<file path="config.mk">
export PLATFORM = sky130hd
export DESIGN_NAME = uart_rx
export DESIGN_NICKNAME = d
export VERILOG_FILES = /design/src/rtl/uart_rx.sv
export SDC_FILE = /design/constraint.sdc
export NUM_CORES = 1
export LEC_CHECK = 0
export BUFFER_PORTS_ARGS = -buffer_cell sky130_fd_sc_hd__buf_2
export CORE_MARGIN = 2
export CORE_UTILIZATION = 45
export CTS_CLUSTER_DIAMETER = 200
export DETAILED_ROUTE_END_ITERATION = 10
export GPL_ROUTABILITY_DRIVEN = 0
export GPL_TIMING_DRIVEN = 0
export PLACE_DENSITY_LB_ADDON = 0.15
export SYNTH_ARGS = -nofsm -noshare
export SYNTH_HDL_FRONTEND = slang
export SYNTH_SLANG_ARGS = --single-unit
</file>
<file path="constraint.sdc">
create_clock -name clk -period 4.65 [get_ports clk]
set_input_delay 0 -clock clk [delete_from_list [all_inputs] [get_ports clk]]
set_output_delay 0 -clock clk [all_outputs]
set_load 0.02 [all_outputs]
</file>
<file path="src/rtl/uart_rx.sv">
// 8N1 UART receiver, LSB first; byte out ~2+HALF+9*CPP cycles after the start edge, with a 1-cycle valid pulse.
// No backpressure: the consumer must capture data on valid; data then holds until the next good frame.
module uart_rx #(
  parameter int clock_frequency = 12000000,
  parameter int baud_rate       = 9600
) (
  input  logic       clk,
  input  logic       rst,
  input  logic       rx,
  output logic [7:0] data,
  output logic       valid,
  output logic       frame_err,
  output logic       busy
);

  localparam int CPP  = clock_frequency / baud_rate;
  localparam int HALF = CPP / 2;
  localparam logic [15:0] CPP_M1  = 16'(CPP - 1);
  localparam logic [15:0] HALF_M1 = 16'(HALF - 1);

  typedef enum logic [2:0] {
    IDLE,
    START,
    DATA,
    STOP,
    WAIT_IDLE
  } state_t;

  state_t      state, state_nxt;
  logic        rx_meta, rx_s;
  logic [15:0] cnt, cnt_nxt;
  logic [2:0]  bit_cnt, bit_cnt_nxt;
  logic [7:0]  shreg, shreg_nxt;
  logic [7:0]  data_nxt;
  logic        valid_nxt, frame_err_nxt;
  logic        tick;

  assign tick = (cnt == 16'd0);
  assign busy = (state != IDLE);

  always_ff @(posedge clk) begin
    if (rst) begin
      rx_meta   <= 1'b1;
      rx_s      <= 1'b1;
      state     <= IDLE;
      cnt       <= 16'd0;
      bit_cnt   <= 3'd0;
      shreg     <= 8'd0;
      data      <= 8'd0;
      valid     <= 1'b0;
      frame_err <= 1'b0;
    end else begin
      rx_meta   <= rx;
      rx_s      <= rx_meta;
      state     <= state_nxt;
      cnt       <= cnt_nxt;
      bit_cnt   <= bit_cnt_nxt;
      shreg     <= shreg_nxt;
      data      <= data_nxt;
      valid     <= valid_nxt;
      frame_err <= frame_err_nxt;
    end
  end

  always_comb begin
    state_nxt     = state;
    cnt_nxt       = cnt - 16'd1;
    bit_cnt_nxt   = bit_cnt;
    shreg_nxt     = shreg;
    data_nxt      = data;
    valid_nxt     = 1'b0;
    frame_err_nxt = 1'b0;
    case (state)
      IDLE: begin
        if (!rx_s) begin
          cnt_nxt   = HALF_M1;
          state_nxt = START;
        end
      end
      START: begin
        // Mid start bit: a line that has gone high again was only a glitch
        if (tick) begin
          if (!rx_s) begin
            cnt_nxt     = CPP_M1;
            bit_cnt_nxt = 3'd0;
            state_nxt   = DATA;
          end else begin
            state_nxt = IDLE;
          end
        end
      end
      DATA: begin
        if (tick) begin
          shreg_nxt = {rx_s, shreg[7:1]};
          cnt_nxt   = CPP_M1;
          if (bit_cnt == 3'd7) state_nxt = STOP;
          else bit_cnt_nxt = bit_cnt + 3'd1;
        end
      end
      STOP: begin
        if (tick) begin
          if (rx_s) begin
            data_nxt  = shreg;
            valid_nxt = 1'b1;
            state_nxt = IDLE;
          end else begin
            frame_err_nxt = 1'b1;
            state_nxt     = WAIT_IDLE;
          end
        end
      end
      WAIT_IDLE: begin
        // Hold off until the line is released so a break cannot retrigger
        if (rx_s) state_nxt = IDLE;
      end
      default: state_nxt = IDLE;
    endcase
  end

endmodule

</file>
**Word-level counts from Yosys, hierarchy flattened**

Cells that the tools add are included.

- Add/sub/neg operators: 2
- $mul: 0
- Divide/modulo/power cells: 0
- $lt $le $gt $ge: 0
- Equality and inequality tests: 13
- Shift-type cells: 0
- Multiplexer cells: 21
- Bitwise operators: 2
- Reduce and logical (&&, ||, !) cells: 9

Operators with widths:

| operator | number |
|---|---|
| $mux W16 | 4 |
| $pmux W16 S3 | 1 |
| $mux W3 | 11 |
| $logic_not A16 Y1 | 1 |
| $ne A2 B2 Y1 const B | 8 |
| $sub A16 B1 Y16 const B | 1 |
| $pmux W3 S5 | 1 |
| $eq A3 B2 Y1 const B | 2 |
| $eq A3 B3 Y1 const B | 2 |
| $pmux W3 S2 | 1 |
| $reduce_and A6 Y1 | 1 |
| $reduce_and A5 Y1 | 1 |
| $add A3 B1 Y3 const B | 1 |
| $eq A3 B1 Y1 const B | 1 |
| $logic_not A3 Y1 | 1 |
| $reduce_and A3 Y1 | 1 |
| $reduce_bool A3 Y1 | 1 |
| $reduce_or A3 Y1 | 1 |
| $mux W1 | 2 |
| $mux W2 | 1 |
| $not A1 Y1 | 2 |
| $reduce_and A2 Y1 | 1 |
| $reduce_bool A2 Y1 | 1 |

- Register bits after elaboration: 42
- Bits in latches: 0
- Bits in writable memories: 0
- ROM bits: 0
- Bits of input ports: 3
- Output and inout port bits: 11
- Word-level logic and storage cells: 56
- Memories kept: 0

**Logic depth before layout (Yosys ltp)**

- Depth after elaboration: 4
- Gate-level depth with buffers: 7
- Mapped depth without buffers: 6

**Worst setup path after synthesis**

No wires, ideal clock.

- Path kind: reg-to-reg
- Start: register cnt[0]
- End: register shreg[0]
- Setup time: 0.120 ns
- Arrival time: 1.761 ns
- Data required time: 4.530 ns
- Setup slack: 2.769 ns
- Cell stages (with the launch flop): 8
- Buffers on the path: 1
- Clock period less this slack: 1.881 ns
- Cells stage by stage: dfxtp_1 inv_1 ha_1 nor4b_4 nand4_1 or4_1 buf_4 mux2i_1

- Longest elaborated chain between the ends: 2

Ends and longest elaborated chain:

| element | RTL line | source |
|---|---|---|
| start, declared | 31 | `logic [15:0] cnt, cnt_nxt;` |
| start signal, assigned | 56 | `cnt <= cnt_nxt;` |
| $logic_not A16 Y1 | 38 | `assign tick = (cnt == 16'd0);` |
| $reduce_and A2 Y1 (no source line) | n/a |  |
| end signal, assigned | 58 | `shreg <= shreg_nxt;` |
| end, declared | 33 | `logic [7:0] shreg, shreg_nxt;` |

Every way passes these cells.
A chain may end at the register's enable or synchronous reset.

**Worst setup path after layout**

- Start: register cnt[0]
- End: register cnt[9]

- Longest elaborated chain between the ends: 4
- Elaborated cells between the ends (all ways): 7
- Those cells by class: 1 x add/sub; 5 x mux; 1 x reduce/logical

Ends and longest elaborated chain:

| element | RTL line | source |
|---|---|---|
| $sub A16 B1 Y16 | 67 | `cnt_nxt = cnt - 16'd1;` |
| $mux W16 | 83 | `if (!rx_s) begin` |
| $mux W16 | 82 | `if (tick) begin` |
| $pmux W16 S3 (*) | 73 | `case (state)` |

Mark *: on every way between the ends. The rest lies on a longest branch, timed or not.

==> impl.org <==
** Global routing
- Via count of the first global-routing pass :: 1544
- Summed over all layers, the global routing overflow is 0.
- The first global-routing pass estimated 7.20 mm of wire.
- Met3 routing resource usage after global routing :: 0.0456
- Initial antenna violation count :: 0
- Global routing usage on met1 :: 0.251
- For this run, global-route usage on met2 was measured as 0.274.
- Entering global routing, the biggest net connects 15 pins.
- Across every metal layer, demand over resource in global routing totals 0.180.
- Top Usage Layer GRT :: met2

** Setup path
- Startpoint type of the worst setup path :: register
- Endpoint kind of the worst setup timing path :: register
- Kind of critical path :: register to register
- In this run the worst path has a maximum fanout of 10.
- In this run the critical register-to-register path is captured at cnt[9].
- Data arrives at the worst endpoint at 2.48 ns.
- Required time of the critical path :: 4.81 ns
- Length in cells of the worst reg-to-reg path :: 7
- Register-to-Register Setup Slack :: 2.33 ns
- The worst register-to-register path begins at cnt[0].

** Floorplan
- Vertical die dimension :: 70.9 µm
- In this run the core area contains 24 standard-cell rows.
- Die area :: 5030 µm²
- 14 I/O pins were placed.
- Area of the core region :: 4320 µm²
- Width of the chip :: 70.9 µm
- The initial utilization of the core area, before any placement, comes to 0.466.

** Synthesis
- Synthesis handed over a netlist of 225 instances.
- Of the total synthesized cell area, the portion taken by AND, OR, NAND and NOR gates is 0.305.
- Most area-consuming cells after synthesis :: sky130_fd_sc_hd__dfxtp_1 42%, sky130_fd_sc_hd__mux2i_1 5.5%, sky130_fd_sc_hd__nand2b_1 5.0%
- The share of synthesized area in the top cell type comes to 0.417.
- The synthesized design contains 42 register bits.
- The average instance in the mapped netlist occupies 8.95 µm².
- The area fraction in compound gates after synthesis came to 0.112.
- sky130_fd_sc_hd__dfxtp_1 takes more of the synthesized area than any other cell.
- Leading register cell type out of synthesis :: sky130_fd_sc_hd__dfxtp_1
- Mapped cell area :: 2010 µm²
- Measured against the total synthesized area, the mux share comes to 0.0547.
- Adder and majority cell fraction of the synthesized area :: 0.0186
- The number of nets in the synthesized netlist is 231.
- Warnings from Yosys :: 0
- EDFF count, synth :: 0
- Xor/xnor share of the synthesized area :: 0.0565
- The share of the Yosys chip area taken by registers is 0.417.
- In the synthesized netlist the async set-or-reset flop fraction comes to 0.
- After synthesis, the largest family of logic cells by area is simple AND/OR/NAND/NOR gates.
- Number of distinct library cell variants in the gate-level netlist after synthesis :: 40

** STA
- The count of pins over their slew limit is 0.
- Subtracting the final worst setup slack from the clock period gives 2.32 ns.
- Setup clock skew after layout :: 0.00753 ns
- Final cycle utilization of the critical path :: 0.498
- Sum Neg Setup Slack :: 0 ns
- The worst pin sits at a relative slew slack of 0.560.
- Setup repair after global routing left no endpoint under its margin.
- Upper clock frequency limit :: 432 MHz
- Measured slew at the worst slew-check pin :: 0.654 ns
- The final count of hold timing violations came to 0.
- Count of endpoints failing setup in the final report :: 0

** Cells and area
- Relative to the synthesized area, the layout overhead comes to 12.6%.
- The layout has 437 filler cells.
- Number of nets in the layout :: 252
- Most common cell after layout, fill and taps aside :: sky130_fd_sc_hd__dfxtp_1
- The finished cells cover 2270 µm².
- The multi-input combinational cells in the finished layout cover a total of 1100 µm².
- The top cell types in the final layout, fill and taps aside, are 42 x sky130_fd_sc_hd__dfxtp_1, 16 x sky130_fd_sc_hd__nand2b_1, 15 x sky130_fd_sc_hd__nor3_1.
- Antenna fix cells :: 0
- In the final layout, the share of cells above drive strength 1 is 0.121.
- Across the whole layout, storage elements account for 841 µm².

** Min path
- Hold Path Stages :: 4
- Path category of the worst min-delay check :: input pin to register
- The worst hold path terminates at bit_cnt[1].
- The startpoint identified for the worst hold timing path is rst.

** Status
- The run finished with clean final reports.

** CTS
- Buffers inserted to repair hold after CTS numbered 1.
- The clock passes through at most 2 buffers.
- Number of levels the H-tree was split into :: 2
- Clock Pin Slew Worst Setup and Hold Paths :: 0.08 ns
- Clk_lat worst skew :: 0.29 ns
- Number of clock buffers inserted by TritonCTS :: 5
- Clock root buffer master :: sky130_fd_sc_hd__clkbuf_8
- Once the clock tree was built, the setup fixing pass inserted 0 buffers.
- TritonCTS built the clock tree.
- Number of instances resized during post-cts repair :: 0
- Clk sinks :: 42

** Flow run
- Max-cap violations :: 0

** Placement
- Post-detail-place hpwl :: 2.93 mm
- Post-detailed-placement cell area :: 2140 µm²
- Buffers placed on the I/O ports in this run total 13.

** Power and ir drop
- Gate power share :: 0.312
- Cell internal power was estimated by the tool at 0.710 mW.
- Maximum vdd ir drop :: 0.256 mV
- The share of total power dissipated in the clock network is 0.258.
- For this design the ratio of total power to cell area is 492 nW/µm².
- Sequential fraction of design power :: 0.430
- For this design the static power due to leakage is 0.863 nW.
- Of the total power, the share spent switching nets is 0.364.
- The analysis attributes to net switching a power of 0.407 mW.

** Routing
- For this run, design rule violations remaining after detail routing come to 0.
- The final route contains 1689 vias.
- After detailed routing, the average wire length per cell comes to 14.1 µm.
- In the routed layout, each cell is associated on average with a via count of 5.65.
- DR pass1 iterations :: 4
- Number of nets with antenna violations after detailed routing :: 0
- Wires add up to 4.23 mm.
- DRC marker count from the first detailed-route iteration :: 112
[critical path: stages, from the launching register on]
cell	delay, ns
sky130_fd_sc_hd__dfxtp_1	0.34
sky130_fd_sc_hd__inv_1	0.09
sky130_fd_sc_hd__ha_1	0.22
sky130_fd_sc_hd__nor4b_4	0.36
sky130_fd_sc_hd__nand4_1	0.27
sky130_fd_sc_hd__clkbuf_1	0.29
sky130_fd_sc_hd__nor4_1	0.46
sky130_fd_sc_hd__o31ai_1	0.14
[power by group through the flow]
| stage | Clock [mW] | Sequential, mW | Combinational, mW |
|---|---|---|---|
| 2_1_floorplan | 0 | 0.471 | 0.280 |
| 3_3_place_gp | 0 | 0.487 | 0.340 |
| 3_5_place_dp | 0 | 0.485 | 0.341 |
| 4_1_cts | 0.299 | 0.478 | 0.345 |
| 5_1_grt | 0.311 | 0.488 | 0.389 |
| 6_report | 0.289 | 0.480 | 0.348 |
[sequential cells by signal (all words and copies together) (netlist names)]
name / flops
rx_meta: 1
rx_s: 1
bit_cnt: 3
cnt: 16
data: 8
state: 3
frame_err: 1
valid: 1
shreg: 8
[stage by stage]
| stage | util | std cells | hold slack, ns | power (mW) | setup WS [ns] |
|---|---|---|---|---|---|
| detailed placement | 0.496 | 290 | 0.186 | 0.826 | 2.38 |
| floorplan | - | 225 | 0.104 | 0.751 | 2.77 |
| CTS | 0.525 | 299 | 0.0320 | 1.12 | 2.34 |
| finish | 0.525 | 299 | 0.0269 | 1.12 | 2.33 |
| global route | 0.525 | 299 | 0.0427 | 1.19 | 2.13 |
| global placement | 0.496 | 290 | 0.185 | 0.826 | 2.36 |
[how the worst max path moves through the flow]
stage | to | cells past startpoint | start
after floorplan | shreg[0] | 7 | cnt[0]
after global placement | cnt[9] | 7 | cnt[0]
after detailed placement | cnt[9] | 7 | cnt[0]
after CTS | cnt[9] | 7 | cnt[0]
after global routing | cnt[9] | 7 | cnt[0]
final | cnt[9] | 7 | cnt[0]
[Yosys cell counts (all sizes together) (7+ instances only)]
| library cell | instances |
|---|---|
| mux2i | 11 |
| nand2 | 13 |
| nor3 | 15 |
| nand3 | 11 |
| o21ai | 11 |
| a21oi | 12 |
| clkbuf | 12 |
| dfxtp | 42 |
| nand4 | 7 |
| nor4 | 10 |
| nand2b | 16 |
| nor2 | 8 |
| xor2 | 9 |
[per-layer routing]
layer  share of wire  up-vias
li1                -      858
met1            0.50      794
met2            0.45       32
met3           0.038        5
met4          0.0095        0
met5               0        -
[cell type report]
type	instances	share of cell area
Sequential cell	42	0.371
Tap cell	52	0.0287
Clock buffer	5	0.0303
Buffer	14	0.0254
Timing Repair Buffer	14	0.0331
Inverter	4	0.00662
Clock inverter	3	0.0199
Multi-Input combinational cell	165	0.485
[cells by family (layout without fill, tap and decap cells)]
group | Yosys count | count (layout)
adder cells (fa/ha/maj) | 3 | 3
buffers and inverters | 18 | 40
flip-flops | 42 | 42
AO/OA/AOI/OAI | 35 | 35
multiplexers | 11 | 11
XOR/XNOR | 13 | 13
AND/OR/NAND/NOR | 103 | 103
Note: power is estimated with default switching activity, not from simulation.
